--- config.mk ---
export PLATFORM = sky130hd
export DESIGN_NAME = arp_resolve_ctrl
export DESIGN_NICKNAME = d
export VERILOG_FILES = /design/src/rtl/arp_resolve_ctrl.sv
export SDC_FILE = /design/constraint.sdc
export NUM_CORES = 1
export LEC_CHECK = 0
export CORE_ASPECT_RATIO = 1.25
export CORE_UTILIZATION = 51
export DETAILED_ROUTE_END_ITERATION = 16
export GPL_TIMING_DRIVEN = 0
export PLACE_DENSITY_LB_ADDON = 0.25
export SYNTH_ARGS = -nofsm -noshare
export SYNTH_HDL_FRONTEND = slang
export SYNTH_SLANG_ARGS = --single-unit
--- constraint.sdc ---
create_clock -name clk -period 3.1 [get_ports clk]
set_input_delay 0.465 -clock clk [delete_from_list [all_inputs] [get_ports clk]]
set_output_delay 0.465 -clock clk [all_outputs]
set_load 0.005 [all_outputs]
--- src/rtl/arp_resolve_ctrl.sv ---
// arp_resolve_ctrl
//   Transmit-side sequencer for the ARP engine (gmii_rx_clk domain).
//   It answers incoming ARP requests, and it resolves a target IP to a MAC on
//   demand, with a response timeout and bounded retries. Pending replies and
//   requests share the single ARP transmit path, and replies always go first.
//
//   Optional feature: define ARP_CACHE_EN to add a one-entry resolution cache.
//
// Ports
//   clk, rst                         clock, synchronous active-high reset
//   resolve_req, resolve_ip          start pulse and target IP (taken when busy=0)
//   busy, resolve_done, resolve_ok   status; done is a pulse and ok is valid with it
//   resolved_mac                     MAC of the last successful resolution
//   arp_rx_done/type, src_mac/ip     received packet (type 0 = request, 1 = reply)
//   arp_tx_en/type, des_mac/ip       transmit launch pulse and its header fields
//   tx_done                          end-of-transmit pulse from the arp block
module arp_resolve_ctrl #(
   parameter int unsigned TIMEOUT_CYC = 31_250_000,
   parameter int unsigned MAX_RETRY   = 3,
   parameter logic [47:0] BCAST_MAC   = 48'hff_ff_ff_ff_ff_ff
) (
   input  logic        clk,
   input  logic        rst,
   input  logic        resolve_req,
   input  logic [31:0] resolve_ip,
   output logic        busy,
   output logic        resolve_done,
   output logic        resolve_ok,
   output logic [47:0] resolved_mac,
   input  logic        arp_rx_done,
   input  logic        arp_rx_type,
   input  logic [47:0] src_mac,
   input  logic [31:0] src_ip,
   output logic        arp_tx_en,
   output logic        arp_tx_type,
   output logic [47:0] des_mac,
   output logic [31:0] des_ip,
   input  logic        tx_done
);

   localparam int unsigned TW = (TIMEOUT_CYC > 1) ? $clog2(TIMEOUT_CYC) : 1;
   localparam int unsigned RW = (MAX_RETRY > 0) ? $clog2(MAX_RETRY + 1) : 1;
   localparam logic [TW-1:0] TIMER_LOAD = TW'(TIMEOUT_CYC - 1);
   localparam logic [RW-1:0] RETRY_MAX  = RW'(MAX_RETRY);

   typedef enum logic [1:0] {IDLE, TX_REP, TX_REQ, WAIT_TXD} tx_state_t;
   typedef enum logic [1:0] {R_IDLE, R_SEND, R_WAIT} rs_state_t;

   tx_state_t tx_state, tx_next;
   rs_state_t rs_state, rs_next;

   logic          rep_pend, req_pend, rsp_hit;
   logic [47:0]   rep_mac, hit_mac;
   logic [31:0]   rep_ip, tgt_ip;
   logic [TW-1:0] timer;
   logic [RW-1:0] retry_cnt;

   logic rx_req, outstanding, match, accept, cache_hit, start;
   logic launch_rep, launch_req, req_txd, expire, success, fail, retry;

`ifdef ARP_CACHE_EN
   logic [31:0] cache_ip;
   logic        cache_vld;
   assign cache_hit = accept && cache_vld && (resolve_ip == cache_ip);
`else
   assign cache_hit = 1'b0;
`endif

   assign busy        = (rs_state != R_IDLE);
   assign rx_req      = arp_rx_done && !arp_rx_type;
   // The request counts as outstanding from its launch (req_pend clears on the
   // launch edge) until the response window closes.
   assign outstanding = (rs_state == R_SEND && !req_pend) || (rs_state == R_WAIT);
   assign match       = arp_rx_done && arp_rx_type && (src_ip == tgt_ip) && outstanding;
   assign accept      = resolve_req && !busy;
   assign start       = accept && !cache_hit;
   assign launch_rep  = (tx_state == IDLE) && rep_pend;
   assign launch_req  = (tx_state == IDLE) && !rep_pend && req_pend;
   assign req_txd     = (rs_state == R_SEND) && (tx_state == WAIT_TXD) && !arp_tx_type && tx_done;
   // A target reply arriving in the expiry cycle holds off the timeout so that
   // the registered hit turns into a success on the next cycle.
   assign expire      = (rs_state == R_WAIT) && (timer == '0) && !rsp_hit && !match;
   assign success     = (rs_state == R_WAIT) && rsp_hit;
   assign fail        = expire && (retry_cnt == RETRY_MAX);
   assign retry       = expire && (retry_cnt != RETRY_MAX);

   always_comb begin
      tx_next = tx_state;
      case (tx_state)
         IDLE:     if (rep_pend) tx_next = TX_REP;
                   else if (req_pend) tx_next = TX_REQ;
         TX_REP,
         TX_REQ:   tx_next = WAIT_TXD;
         WAIT_TXD: if (tx_done) tx_next = IDLE;
         default:  tx_next = IDLE;
      endcase
   end

   always_comb begin
      rs_next = rs_state;
      case (rs_state)
         R_IDLE:  if (start) rs_next = R_SEND;
         R_SEND:  if (req_txd) rs_next = R_WAIT;
         R_WAIT:  if (success || fail) rs_next = R_IDLE;
                  else if (retry) rs_next = R_SEND;
         default: rs_next = R_IDLE;
      endcase
   end

   always_ff @(posedge clk) begin
      if (rst) begin
         tx_state <= IDLE;
         rs_state <= R_IDLE;
      end else begin
         tx_state <= tx_next;
         rs_state <= rs_next;
      end
   end

   // Transmit outputs are loaded on the IDLE->TX_* edge so arp_tx_en is high
   // during the single TX_* cycle and des_* hold until the next launch.
   always_ff @(posedge clk) begin
      if (rst) begin
         arp_tx_en   <= 1'b0;
         arp_tx_type <= 1'b0;
         des_mac     <= '0;
         des_ip      <= '0;
         rep_pend    <= 1'b0;
         rep_mac     <= '0;
         rep_ip      <= '0;
      end else begin
         arp_tx_en <= launch_rep || launch_req;
         if (launch_rep) begin
            arp_tx_type <= 1'b1;
            des_mac     <= rep_mac;
            des_ip      <= rep_ip;
         end else if (launch_req) begin
            arp_tx_type <= 1'b0;
            des_mac     <= BCAST_MAC;
            des_ip      <= tgt_ip;
         end
         if (rx_req) begin
            rep_pend <= 1'b1;
            rep_mac  <= src_mac;
            rep_ip   <= src_ip;
         end else if (launch_rep) begin
            rep_pend <= 1'b0;
         end
      end
   end

   always_ff @(posedge clk) begin
      if (rst) begin
         resolve_done <= 1'b0;
         resolve_ok   <= 1'b0;
         resolved_mac <= '0;
         req_pend     <= 1'b0;
         rsp_hit      <= 1'b0;
         hit_mac      <= '0;
         tgt_ip       <= '0;
         retry_cnt    <= '0;
         timer        <= '0;
      end else begin
         resolve_done <= success || fail || cache_hit;
         resolve_ok   <= success || cache_hit;
         if (start) begin
            tgt_ip    <= resolve_ip;
            retry_cnt <= '0;
            rsp_hit   <= 1'b0;
            req_pend  <= 1'b1;
         end else begin
            if (launch_req) req_pend <= 1'b0;
            else if (retry) req_pend <= 1'b1;
            if (match) begin
               rsp_hit <= 1'b1;
               hit_mac <= src_mac;
            end
            if (retry) retry_cnt <= retry_cnt + 1'b1;
            if (success) resolved_mac <= hit_mac;
         end
         if (req_txd) timer <= TIMER_LOAD;
         else if (rs_state == R_WAIT && timer != '0) timer <= timer - 1'b1;
      end
   end

`ifdef ARP_CACHE_EN
   always_ff @(posedge clk) begin
      if (rst) begin
         cache_ip  <= '0;
         cache_vld <= 1'b0;
      end else if (success) begin
         cache_ip  <= tgt_ip;
         cache_vld <= 1'b1;
      end else if (fail && tgt_ip == cache_ip) begin
         cache_vld <= 1'b0;
      end
   end
`endif

endmodule

==> insert_results.sql <==
INSERT INTO impl_metrics (metric_group, metric, value, unit) VALUES
('detailed_routing', 'detail_route.vias_per_cell', '5.37', ''),
('critical_path', 'cpMaxStageDelayCell', 'sky130_fd_sc_hd__or4_1', ''),
('floorplan', 'floorplan.die_area', '25100', 'um2'),
('synth', 'synth_flop_cell', 'sky130_fd_sc_hd__dfxtp_1', ''),
('synth', 'synthArstFlopShare', '0', '%'),
('place', 'port_buffers', '249', ''),
('critical_path', 'worst_setup_path_start_kind', 'input port', ''),
('critical_path', 'regToRegSetupSlack', '380', 'ps'),
('synth', 'syn_area_per_cell', '8.20', 'um2'),
('detailed_routing', 'drcViolationCount', '0', ''),
('critical_path', 'critical-path-top-cell-by-count', 'sky130_fd_sc_hd__buf_2', ''),
('synth', 'synth.net_count', '1647', ''),
('status', 'result_of_the_run', 'complete, no violations', ''),
('power', 'total_power', '10600', 'uW'),
('final_layout', 'drive_gt1_share', '3.66', '%'),
('critical_path', 'critical_path.cell_chain', 'clkdlybuf4s50_1 > xor2_1 > or4_1 > nor4_1 > and4b_1 > buf_2 > buf_2 > mux2i_1 > nor2_1', ''),
('clock_tree', 'clkLatencyLatePin', '570', 'ps'),
('timing', 'worst_relative_slew_slack', '40.6', '%'),
('clock_tree', 'clk_pin_slew_worst_paths', '60', 'ps'),
('critical_path', 'reg2reg_to', 'hit_mac[39]', ''),
('synth', 'postSynthRegisterBits', '326', ''),
('worst_hold_path', 'hold_path_class', 'in -> reg', ''),
('detailed_routing', 'drtPass1Iterations', '5', ''),
('floorplan', 'die-width', '142', 'um'),
('final_layout', 'final_std_cells_w_o_fill', '2155', ''),
('final_layout', 'area.growth.synth_to_final', '31.9', '%'),
('detailed_routing', 'drt-total-wl', '37200', 'um'),
('place', 'place_inst', '2097', ''),
('power', 'power.density_cell_area', '644', 'nW/um2'),
('timing', 'fin_crit', '2770', 'ps'),
('critical_path', 'crit_end', 'hit_mac[39]', ''),
('synth', 'leading_cell_types_by_total_area_after_synthesis', 'sky130_fd_sc_hd__dfxtp_1 (52%), sky130_fd_sc_hd__nand2_1 (12%), sky130_fd_sc_hd__a21oi_1 (7.5%)', ''),
('timing', 'final.setup_skew', '11.3', 'ps'),
('synth', 'post_synth_most_frequent_cells', 'sky130_fd_sc_hd__nand2_1 (415), sky130_fd_sc_hd__dfxtp_1 (326), sky130_fd_sc_hd__a21oi_1 (186)', ''),
('synth', 'synthMostInstantiatedCell', 'sky130_fd_sc_hd__nand2_1', ''),
('synth', 'number_of_library_cell_types_mapped_by_synthesis', '47', ''),
('synth', 'number_of_enable_flip_flop_cells_after_synthesis', '0', ''),
('final_layout', 'sequential_cell_area', '6530', 'um2'),
('critical_path', 'cp-startpoint', 'src_ip[1]', ''),
('synth', 'synth.largest_area_cell', 'sky130_fd_sc_hd__dfxtp_1', ''),
('power', 'p_leak', '0.00595', 'uW'),
('timing', 'final-hold-violation-count', '0', ''),
('clock_tree', 'numCtsBuffers', '31', ''),
('grt', 'all_layer_gr_usage', '29.5', '%'),
('timing', 'final-max-slew-violation-count', '0', ''),
('critical_path', 'critPathArrivalTime', '3190', 'ps'),
('grt', 'grt_antenna_before_repair', '0', ''),
('floorplan', 'row_count', '63', ''),
('timing', 'worst_hold_slack', '448', 'ps'),
('critical_path', 'rr_startpoint', 'tgt_ip[1]', ''),
('critical_path', 'setup.worst_path.end_class', 'flop', ''),
('grt', 'globalRouteOverflowTotal', '0', ''),
('detailed_routing', 'routed_length_per_placed_instance', '17.3', 'um'),
('clock_tree', 'tritoncts_sinks', '326', ''),
('floorplan', 'boundaryPins', '251', ''),
('floorplan', 'floorplan.core_area', '23900', 'um2'),
('grt', 'grt_first_pass_wirelength', '58500', 'um'),
('clock_tree', 'cts_hold_buf', '0', ''),
('detailed_routing', 'drt_iter0_markers', '703', ''),
('detailed_routing', 'vias', '11600', ''),
('synth', 'yosysTopAreaCellShare', '52.3', '%'),
('place', 'dp_hpwl', '27300', 'um'),
('final_layout', 'multi_input_combinational_cell_area', '5490', 'um2'),
('critical_path', 'crit_required', '3520', 'ps'),
('timing', 'report.final.setup_viol', '0', ''),
('grt', 'number_of_global_route_vias_before_repair', '11600', ''),
('synth', 'gate_count_after_technology_mapping', '1523', ''),
('clock_tree', 'clockRootBuffer', 'sky130_fd_sc_hd__clkbuf_16', ''),
('final_layout', 'filler_cell_count', '1977', ''),
('synth', 'post_synth_instance_area', '12500', 'um2'),
('floorplan', 'dieHeight', '177', 'um');
area by class of cell:
| cell class | instances | area share (%) |
|---|---|---|
| Antenna cell | 1 | 0.0152 |
| Clock inverter | 14 | 1.07 |
| Multi-Input combinational cell | 1077 | 33.3 |
| Sequential cell | 326 | 39.6 |
| Buffer | 113 | 2.68 |
| Clock buffer | 43 | 5.53 |
| Timing Repair Buffer | 249 | 15.1 |
| Tap cell | 325 | 2.47 |
| Inverter | 7 | 0.159 |
cell families (layout without fill, tap and decap cells):
family          Yosys count  after routing  share of synthesized area, %
compound gates          244            244                          11.1
xor+xnor                 51             51                          3.58
fa+ha+maj                 6              6                         0.601
buf+inv                 120            426                          3.75
flops                   326            326                          52.3
mux                      49             49                          3.93
other cells               0              1                             0
simple gates            727            727                          24.8
layout by cell type (no fill, tap or decap), types with 6 or more instances in the layout:
| cell type | instances |
|---|---|
| sky130_fd_sc_hd__mux2i_1 | 49 |
| sky130_fd_sc_hd__nand2b_1 | 8 |
| sky130_fd_sc_hd__clkbuf_8 | 9 |
| sky130_fd_sc_hd__dfxtp_1 | 326 |
| sky130_fd_sc_hd__buf_1 | 8 |
| sky130_fd_sc_hd__a31oi_1 | 10 |
| sky130_fd_sc_hd__nor3_1 | 95 |
| sky130_fd_sc_hd__clkdlybuf4s50_1 | 249 |
| sky130_fd_sc_hd__a21oi_1 | 186 |
| sky130_fd_sc_hd__xnor2_1 | 15 |
| sky130_fd_sc_hd__xor2_1 | 36 |
| sky130_fd_sc_hd__or4_1 | 7 |
| sky130_fd_sc_hd__nand2_1 | 415 |
| sky130_fd_sc_hd__clkinv_2 | 8 |
| sky130_fd_sc_hd__nor4_1 | 12 |
| sky130_fd_sc_hd__clkbuf_1 | 102 |
| sky130_fd_sc_hd__nor2_1 | 147 |
| sky130_fd_sc_hd__ha_1 | 6 |
| sky130_fd_sc_hd__o21ai_0 | 6 |
| sky130_fd_sc_hd__a311oi_1 | 33 |
| sky130_fd_sc_hd__inv_1 | 7 |
| sky130_fd_sc_hd__clkbuf_16 | 31 |
power breakdown:
part,internal [uW],switching (uW)
Sequential,4520,209
Clock,2370,1620
Combinational,898,984
Total,7790,2810
how the worst min path moves through the flow:
stage               slack, ps           start                to  cells after the start
finish                    450  resolve_ip[26]        tgt_ip[26]                      3
global route              450  resolve_ip[16]        tgt_ip[16]                      3
CTS                       440  resolve_ip[26]        tgt_ip[26]                      3
detailed placement        440     hit_mac[30]  resolved_mac[30]                      2
global placement          440     hit_mac[14]  resolved_mac[14]                      2
floorplan                 430      hit_mac[0]   resolved_mac[0]                      2
sequential cells by signal, indices dropped and copies added, names as in the netlist:
signal	flops
rep_mac	48
arp_tx_type	1
des_ip	32
rep_ip	32
retry_cnt	2
des_mac	48
resolved_mac	48
rep_pend	1
timer	25
tgt_ip	32
resolve_ok	1
tx_state	2
hit_mac	48
rsp_hit	1
resolve_done	1
arp_tx_en	1
rs_state	2
req_pend	1
metal layers:
metal / share of wire (%) / vias up / global-route usage (%)
met4: 3.3 / 0 / 11.2
met5: 0 / - / 0
met3: 8.5 / 80 / 6.87
met2: 50 / 440 / 53.6
li1: - / 5649 / -
met1: 39 / 5412 / 33.2
through the flow:
step	instance area [um2]	TNS (ps)	util, %
after floorplan	12500	0	-
after global placement	15400	-1650	64.4
after detailed placement	15400	-2840	64.4
after CTS	16500	0	69.0
after global routing	16500	0	69.0
final	16500	0	69.0
critical path: cells and delay by family:
kind,cells,cell delay [ps]
AND/OR/NAND/NOR,4,1160
buffers and inverters,3,1130
multiplexers,1,220
XOR/XNOR,1,200
No activity file was read; power rests on OpenSTA's default activity.
